[src/rtl/store_narrow_unit.sv]
// Narrows SB/SH/SW register stores onto a 16-bit data-memory write port.
// Words go out as two little-endian halfword beats; misaligned, illegal and stalled stores report st_err.
module store_narrow_unit #(
  parameter int ADDR_W   = 32,
  parameter int MAX_WAIT = 15
) (
  input  logic              clk,
  input  logic              rst_n,
  input  logic              st_req,
  input  logic [ADDR_W-1:0] st_addr,
  input  logic [31:0]       st_data,
  input  logic [1:0]        st_size,
  output logic              st_busy,
  output logic              st_done,
  output logic              st_err,
  output logic              mem_valid,
  input  logic              mem_ready,
  output logic [ADDR_W-1:0] mem_addr,
  output logic [15:0]       mem_wdata,
  output logic [1:0]        mem_be
);

  typedef enum logic [2:0] {
    S_IDLE, S_CHECK, S_BEAT0, S_BEAT1, S_RESP_OK, S_RESP_ERR
  } state_t;

  localparam logic [1:0] SZ_BYTE = 2'b00;
  localparam logic [1:0] SZ_HALF = 2'b01;
  localparam logic [1:0] SZ_WORD = 2'b10;
  localparam logic [7:0] WAIT_LAST = 8'(MAX_WAIT - 1);

  state_t            state, state_nx;
  logic [ADDR_W-1:0] addr_q;
  logic [31:0]       data_q;
  logic [1:0]        size_q;
  logic [7:0]        wait_cnt;
  logic              misalign, hs, timeout;

  assign mem_valid = (state == S_BEAT0) || (state == S_BEAT1);
  assign st_busy   = (state != S_IDLE);
  assign st_done   = (state == S_RESP_OK);
  assign st_err    = (state == S_RESP_ERR);
  assign hs        = mem_valid & mem_ready;
  // Abort on the MAX_WAIT-th stalled cycle so valid is high for exactly MAX_WAIT wait cycles.
  assign timeout   = mem_valid & ~mem_ready & (wait_cnt == WAIT_LAST);

  always_comb begin
    misalign = 1'b0;
    unique case (size_q)
      SZ_BYTE: misalign = 1'b0;
      SZ_HALF: misalign = addr_q[0];
      SZ_WORD: misalign = |addr_q[1:0];
      default: misalign = 1'b1;
    endcase
  end

  always_ff @(posedge clk or negedge rst_n) begin
    if (!rst_n) state <= S_IDLE;
    else        state <= state_nx;
  end

  always_comb begin
    state_nx = state;
    case (state)
      S_IDLE:     if (st_req) state_nx = S_CHECK;
      S_CHECK:    state_nx = misalign ? S_RESP_ERR : S_BEAT0;
      S_BEAT0: begin
        if (hs)           state_nx = (size_q == SZ_WORD) ? S_BEAT1 : S_RESP_OK;
        else if (timeout) state_nx = S_RESP_ERR;
      end
      S_BEAT1: begin
        if (hs)           state_nx = S_RESP_OK;
        else if (timeout) state_nx = S_RESP_ERR;
      end
      S_RESP_OK:  state_nx = S_IDLE;
      S_RESP_ERR: state_nx = S_IDLE;
      default:    state_nx = S_IDLE;
    endcase
  end

  always_ff @(posedge clk or negedge rst_n) begin
    if (!rst_n) begin
      addr_q    <= '0;
      data_q    <= '0;
      size_q    <= '0;
      mem_addr  <= '0;
      mem_wdata <= '0;
      mem_be    <= '0;
      wait_cnt  <= '0;
    end else begin
      if (state == S_IDLE && st_req) begin
        addr_q <= st_addr;
        data_q <= st_data;
        size_q <= st_size;
      end
      if (state == S_CHECK && !misalign) begin
        mem_addr <= {addr_q[ADDR_W-1:1], 1'b0};
        wait_cnt <= '0;
        if (size_q == SZ_BYTE) begin
          mem_wdata <= {data_q[7:0], data_q[7:0]};
          mem_be    <= addr_q[0] ? 2'b10 : 2'b01;
        end else begin
          mem_wdata <= data_q[15:0];
          mem_be    <= 2'b11;
        end
      end
      if (mem_valid) begin
        if (hs) wait_cnt <= '0;
        else    wait_cnt <= wait_cnt + 8'd1;
      end
      // Upper half of a word; address wraps naturally at the top of memory.
      if (state == S_BEAT0 && hs && size_q == SZ_WORD) begin
        mem_addr  <= mem_addr + ADDR_W'(2);
        mem_wdata <= data_q[31:16];
        mem_be    <= 2'b11;
      end
    end
  end

endmodule

[config.mk]
export PLATFORM = sky130hd
export DESIGN_NAME = store_narrow_unit
export DESIGN_NICKNAME = d
export VERILOG_FILES = /design/src/rtl/store_narrow_unit.sv
export SDC_FILE = /design/constraint.sdc
export NUM_CORES = 1
export LEC_CHECK = 0
export ABC_CLOCK_PERIOD_IN_PS = 4300
export BUFFER_PORTS_ARGS = -buffer_cell sky130_fd_sc_hd__buf_2
export CAP_MARGIN = 40
export CORE_UTILIZATION = 42
export CTS_CLUSTER_DIAMETER = 40
export DETAILED_ROUTE_END_ITERATION = 10
export GPL_TIMING_DRIVEN = 0
export PLACE_DENSITY = 0.61
export SLEW_MARGIN = 20
export SYNTH_ARGS = -nofsm -noshare
export SYNTH_HDL_FRONTEND = slang
export SYNTH_SLANG_ARGS = --single-unit
[constraint.sdc]
create_clock -name clk -period 4.3 [get_ports clk]
set_clock_uncertainty 0.1 [all_clocks]
set_input_delay 0.86 -clock clk [delete_from_list [all_inputs] [get_ports clk]]
set_output_delay 0.86 -clock clk [all_outputs]
set_load 0.02 [all_outputs]
=== After elaboration in Yosys (flattened, before gate mapping) ===
Cells that the tools add are included.

* Div/mod/pow operators: 0
* Multipliers: 0
* Add/subtract/negate cells: 2
* Muxes and demuxes: 20
* Shift-type cells: 0
* Magnitude comparators: 0
* Bitwise logic cells: 4
* Reductions and logical operators: 12
* Eq/ne operators: 9

{| class="wikitable"
|+ Operators with widths
! kind !! number
|-
| 32-bit 2-to-1 mux || 2
|-
| 16-bit 2-to-1 mux || 3
|-
| 32-bit by 2-bit adder with 32-bit output, second input constant || 1
|-
| 8-bit 2-to-1 mux || 3
|-
| 3-bit 2-to-1 mux || 6
|-
| 3-bit case mux with 4 select lines || 1
|-
| 8-bit by 1-bit adder with 8-bit output, second input constant || 1
|-
| 8-bit by 4-bit equality test with 1-bit output, second input constant || 1
|-
| 2-bit 2-to-1 mux || 4
|-
| 3-bit by 2-bit equality test with 1-bit output, second input constant || 2
|-
| 3-bit equality test, second input constant || 2
|-
| 1-bit logical AND || 4
|-
| 2-bit nonzero test || 2
|-
| 1-bit bitwise AND || 3
|-
| 3-bit by 1-bit equality test with 1-bit output, second input constant || 1
|-
| 3-bit zero test || 1
|-
| 1-bit case mux with 3 select lines || 1
|-
| 3-bit nonzero test || 1
|-
| 2-bit by 1-bit equality test with 1-bit output, second input constant || 1
|-
| 2-bit equality test, second input constant || 1
|-
| 2-bit zero test || 1
|-
| 2-bit != test, second input constant || 1
|-
| 2-bit OR reduction || 1
|-
| 1-bit zero test || 1
|-
| 2 further kinds || 2
|}

* Output and inout bits: 54
* Register bits: 127
* Logic and storage cells: 55
* Bits in latches: 0
* ROM bits: 0
* RAM bits: 0
* Memories: 0
* Bits of input ports: 70

=== Logic depth before layout (Yosys ltp) ===
* Depth in word-level cells: 7
* Depth in mapped cells: 7
* Gate-level depth less buffers: 7

=== Worst setup path after synthesis ===
No wires, ideal clock.

* Kind: input to register
* From: in mem_ready
* To: reg mem_addr[27]
* Data required time: 4.133 ns
* Path slack: 2.003 ns
* Arrival: 2.130 ns
* Stages on the path: 6
* Setup time: 0.067 ns
* Path buffers: 1
* Path through: nand4bb_1 -> or2_1 -> clkbuf_1 -> or4_1 -> o211a_1 -> nand2_1

* Word-level cells in the longest chain between the ends: 4
* Elaborated cells on any way between the ends: 5
* Those cells by class: mux (1); bitwise (1); reduce/logical (3)

{| class="wikitable"
|+ RTL lines
! element !! line !! source
|-
| start, declared || 17 || <nowiki>input logic mem_ready,</nowiki>
|-
| 1-bit bitwise AND (*) || 43 || <nowiki>assign hs = mem_valid & mem_ready;</nowiki>
|-
| 1-bit logical AND (*) (2 in series) || 112 || <nowiki>if (state == S_BEAT0 && hs && size_q == SZ_WORD) begin</nowiki>
|-
| 32-bit 2-to-1 mux or 2-bit nonzero test (tied branches) || - ||
|-
| end signal, assigned || 97 || <nowiki>mem_addr <= {addr_q[ADDR_W-1:1], 1'b0};</nowiki>
|-
| end signal, assigned || 113 || <nowiki>mem_addr <= mem_addr + ADDR_W'(2);</nowiki>
|-
| end, declared || 18 || <nowiki>output logic [ADDR_W-1:0] mem_addr,</nowiki>
|}

Mark *: on every way between the ends. The rest lies on a longest branch, timed or not.
A chain may end at the register's enable or synchronous reset.

=== Worst setup path in the final report ===
* From: reg state[1]
* To: reg mem_addr[21]

* Word-level cells in the longest chain between the ends: 6
* Elaborated cells on any way between the ends: 10
* Those cells by class: eq/ne (3); mux (1); bitwise (1); reduce/logical (5)

{| class="wikitable"
|+ RTL lines
! element !! line !! source
|-
| start, declared || 32 || <nowiki>state_t state, state_nx;</nowiki>
|-
| start signal, assigned || 59 || <nowiki>else state <= state_nx;</nowiki>
|-
| 3-bit by 2-bit equality test with 1-bit output, on equally long branches || 39, 112 ||
|-
| 1-bit logical OR || 39 || <nowiki>assign mem_valid = (state == S_BEAT0) || (state == S_BEAT1);</nowiki>
|-
| 1-bit bitwise AND || 43 ||
|-
| 1-bit logical AND (2 in series) || 112 ||
|-
| 32-bit 2-to-1 mux or 2-bit nonzero test (tied branches) || - ||
|}

Several ways; a longest one is shown, not always the timed one.

==> results.txt <==
The largest individual stage delay along the critical path comes from the cell sky130_fd_sc_hd__nor3b_1. The leading cell type in the layout, fill and taps excluded is sky130_fd_sc_hd__buf_2. Walking the worst path, the cells encountered are nor3b_1, o21ai_1, clkbuf_1, clkbuf_1, o311ai_0, nand3_1. The simple-gate share of the synthesized area came out at between 10% and 20%. The flow ran to the end, and the final reports show no timing, DRC or antenna violations.

The worst vdd rail ir drop came out at roughly 380 uV. The first global-routing pass estimated roughly 25,000 um of wire. The synthesized netlist devotes 0.6472% of its cell area to adder and majority cells.

The post-synthesis average cell area came out at approximately 11 um^2. After synthesis, the share of flip-flops with an asynchronous set or reset is 100.0%. Setup violations remaining at the end of the flow were counted as 0. The via count came out at between 4,000 and 5,000. The power density of the placed cells is ~770 nW/um^2. Routability-driven placement finished with a final weighted congestion of ~0.9. The mux contribution to synthesized area came out at between 10% and 20%.

The required time at the worst-slack endpoint is roughly 4.5 ns. Among all flip-flop cells after synthesis, the most frequent one is sky130_fd_sc_hd__dfrtp_1. The total routing resource utilization after global routing came out at a little under a quarter. The post-synthesis to final-layout area growth is 24.16%. After filler insertion, the fill cell instance count of the layout stands at about 1,200.

Setup repair after global routing left no endpoint under its margin. The path class of the tightest hold or removal check is in2async. The delay of the slowest cell on the worst path is between 0.6 and 0.7 ns. The number of nets handed over by synthesis was slightly above 600. Entering global routing, the biggest net connects roughly 90 pins.

The share of layout cells above drive strength 1 came out at around 35%. Buffers placed on the I/O ports in this run total 122. The HPWL after detailed placement is 11,140 um.

The final number of max-transition violations came out at 0. In the layout the commonest cells are sky130_fd_sc_hd__buf_2, sky130_fd_sc_hd__dfrtp_1, sky130_fd_sc_hd__mux2_2. The synthesized netlist devotes ~14% of its cell area to compound gates. The area of the die came out at between 10,000 and 15,000 um^2.

The mapped cell area is roughly 5800 um^2. The number of hold buffers added after cts is 0. The synthesized design contains 0 enable-type register cells. The number of antenna-violating nets in the routed design is 0.

After the first detailed-routing iteration, the DRC count stood at 237. The number of clock buffers added by TritonCTS is 17. The analysis attributes to net switching a power of about 2.1 mW. The most frequent cell on the critical path is sky130_fd_sc_hd__clkbuf_1. The number of resized instances in the post-cts repair step came out at 0. The number of buffers added for setup after CTS came out at 0. TritonCTS built the clock tree. The design internal power came out at ~3.4 mW. Net switching is around two fifths of the power. The average detailed-routed wire length per instance is approximately 18 um.

Measured along the x axis, the die boundary spans 119.5 um. The clock share of power came out at between 20% and 30%. The analysis attributes to cell leakage a power of roughly 3.2 nW.

The fmax came out at between 300 and 400 MHz. The total wire length after detailed routing is between 15,000 and 20,000 um. The count of unique library cells instantiated by Yosys came out at 59. The clock insertion delay at the later pin of the skew report came out at 0.42 ns. After detailed routing, the number of remaining DRC violations is 0. The kind of cell with the highest combined delay along the critical path is buffers and inverters. The maximum fanout encountered on the critical timing path is 10. Across the run, the number of max-cap violations was 0. The pin slew with the least headroom to its limit came out at ~0.86 ns.

The worst path arrival time came out at around 2.9 ns. Measured against its own limit, the worst slew margin works out to a little over two fifths. The register cell area after layout came out at 3153 um^2. The initial antenna violation count is 2.

The number of failing hold endpoints at the final stage came out at 0. The largest family of logic cells by synthesized area is simple AND/OR/NAND/NOR gates. The number of synthesized register bits came out at 126.

The initial core utilization came out at a little over two fifths. After layout, the worst path uses ~60% of the clock period. The smallest clock period supported by the final layout is computed as about 2.7 ns. The post-detailed-route via-to-cell ratio is approximately 5.5. Of the total power, combinational logic draws a little over a third.

The core region area is 13,350 um^2. STA classifies the critical path startpoint as a flop. The total negative slack is 0 ns. For this run, the register share of the synthesized area comes to between 50% and 60%. The cell at the root of the clock tree is sky130_fd_sc_hd__clkbuf_16. The number of clock sinks is about 130.

Of the total synthesized cell area, the portion taken by XOR and XNOR cells is 0.3020%. The via count of the first global-routing pass came out at ~4,700. Clock-pin slew was measured on the worst setup and hold paths at 0.06 ns. The type of the worst setup path is reg2reg. The number of warnings printed during yosys synthesis is 0. The initialized floorplan defines 42 standard-cell rows. The total buffers and inverters traversed by the critical path came out at 2. The register share of total power came out at between 40 and 50%.

The final net count came out at about 750. The cell count after synthesis is 534. Before CTS, the worst setup slack after placement is roughly 1.3 ns. The number of top-level pins came out at between 100 and 150. The largest buffer count on any clock path came out at 2. The kind of capture point of the worst setup path is a flop. The H-tree generated during clock tree synthesis spans 4 levels. The area taken by multi-input logic gates is approximately 2500 um^2.

The y dimension of the die is between 100 and 150 um. The final global-route overflow total came out at 0. Once routing completed, OpenROAD measured the worst setup slack at between 1.5 and 2 ns. The first-pass iteration count of the detailed router is 5.
==> worst register-to-register path, cell delays in order (launching register included) <==
cell and delay (ns):
sky130_fd_sc_hd__dfrtp_1 0.43, sky130_fd_sc_hd__nor3b_1 0.61, sky130_fd_sc_hd__o21ai_1 0.28, sky130_fd_sc_hd__clkbuf_1 0.35, sky130_fd_sc_hd__clkbuf_1 0.41, sky130_fd_sc_hd__o311ai_0 0.22, sky130_fd_sc_hd__nand3_1 0.12
==> synth_stat cells, types with 2 or more instances <==
| cell type | count | area share, % |
|---|---|---|
| sky130_fd_sc_hd__and3_1 | 6 | 0.65 |
| sky130_fd_sc_hd__o311a_1 | 2 | 0.35 |
| sky130_fd_sc_hd__and2_1 | 4 | 0.43 |
| sky130_fd_sc_hd__a311oi_1 | 7 | 1.1 |
| sky130_fd_sc_hd__o221a_2 | 2 | 0.39 |
| sky130_fd_sc_hd__dfrtp_1 | 126 | 54 |
| sky130_fd_sc_hd__and4_1 | 3 | 0.45 |
| sky130_fd_sc_hd__a21oi_1 | 22 | 1.9 |
| sky130_fd_sc_hd__clkbuf_1 | 17 | 1.1 |
| sky130_fd_sc_hd__nor3_1 | 6 | 0.52 |
| sky130_fd_sc_hd__o31ai_1 | 2 | 0.26 |
| sky130_fd_sc_hd__buf_2 | 10 | 0.86 |
| sky130_fd_sc_hd__a221o_1 | 7 | 1.2 |
| sky130_fd_sc_hd__buf_1 | 2 | 0.13 |
| sky130_fd_sc_hd__or2_1 | 2 | 0.22 |
| sky130_fd_sc_hd__o22ai_1 | 3 | 0.32 |
| sky130_fd_sc_hd__o211ai_1 | 6 | 0.78 |
| sky130_fd_sc_hd__a211oi_1 | 4 | 0.52 |
| sky130_fd_sc_hd__inv_1 | 5 | 0.32 |
| sky130_fd_sc_hd__o311ai_0 | 3 | 0.45 |
| sky130_fd_sc_hd__o41ai_1 | 2 | 0.30 |
| sky130_fd_sc_hd__nand3_2 | 2 | 0.35 |
| sky130_fd_sc_hd__nand2_1 | 65 | 4.2 |
| sky130_fd_sc_hd__nor4_1 | 8 | 0.86 |
| sky130_fd_sc_hd__a31oi_1 | 7 | 0.76 |
| sky130_fd_sc_hd__a22oi_1 | 7 | 0.91 |
| sky130_fd_sc_hd__nor2_1 | 44 | 2.8 |
| sky130_fd_sc_hd__or4_1 | 3 | 0.39 |
| sky130_fd_sc_hd__nand3_1 | 19 | 1.6 |
| sky130_fd_sc_hd__o21ai_1 | 2 | 0.17 |
| sky130_fd_sc_hd__nand4_1 | 7 | 0.76 |
| sky130_fd_sc_hd__o21ai_0 | 32 | 2.8 |
| sky130_fd_sc_hd__xor2_1 | 2 | 0.30 |
| sky130_fd_sc_hd__mux2_2 | 66 | 13 |
| sky130_fd_sc_hd__nand2b_1 | 3 | 0.32 |
| sky130_fd_sc_hd__ha_1 | 3 | 0.65 |
==> path summary, 6_finish.rpt <==
path	to	slack (ns)	from	depth (start not counted)
worst max-delay path	mem_addr[21]	1.64	state[1]	6
worst min-delay path	addr_q[7]	0.21	rst_n	1
worst max register to register	mem_addr[21]	1.64	state[1]	6
worst min register to register	mem_wdata[12]	0.38	data_q[28]	2
max in group asynchronous	data_q[22]	3.17	rst_n	2
min in group clk	mem_wdata[12]	0.38	data_q[28]	2
==> routing by layer <==
layer | up-vias | GRT usage, % | wire length, um
li1 | 2257 | - | -
met1 | 2313 | 29.25 | 6654
met2 | 174 | 35.80 | 7222
met3 | 28 | 7.747 | 1250
met4 | 2 | 8.984 | 308
met5 | - | 0 | 8
==> cell type report <==
class	instances	area share, %
sequential	126	43.79
multi-input combinational	372	34.54
timing repair buffer	123	9.001
clock buffer	22	6.447
tap	176	3.058
buffer	31	1.946
clock inverter	10	0.9209
inverter	5	0.2606
antenna	1	0.03475
==> power by group through the flow <==
stage | clock, mW | combinational (mW) | sequential (mW)
global placement | 0 | 1.97 | 2.22
finish | 1.28 | 2.01 | 2.23
floorplan | 0 | 1.17 | 2.37
global route | 1.37 | 2.21 | 2.31
CTS | 1.31 | 2.03 | 2.23
detailed placement | 0 | 2.02 | 2.24
==> registers in the layout, indices dropped and copies added (netlist names) <==
register	cells
mem_wdata	16
state	3
mem_be	2
data_q	32
addr_q	32
wait_cnt	8
mem_addr	31
size_q	2
==> through the flow <==
step           power (mW)  area, um^2  hold WS [ns]  utilization [%]  instances
2_1_floorplan       3.534        5799        0.3450                -        534
3_3_place_gp        4.189        6630        0.3561            49.67        832
3_5_place_dp        4.262        6668        0.3569            49.95        833
4_1_cts             5.568        7198        0.2169            53.93        865
5_1_grt             5.887        7198        0.2350            53.93        865
6_report            5.521        7201        0.2128            53.95        866
==> logic make-up after synthesis <==
group	after synthesis
multiplexers	66
AND/OR/NAND/NOR	182
AO/OA/AOI/OAI	118
XOR/XNOR	2
adder cells (fa/ha/maj)	3
buffers and inverters	36
flip-flops	126
other	1
Note: power is estimated with default switching activity, not from simulation.
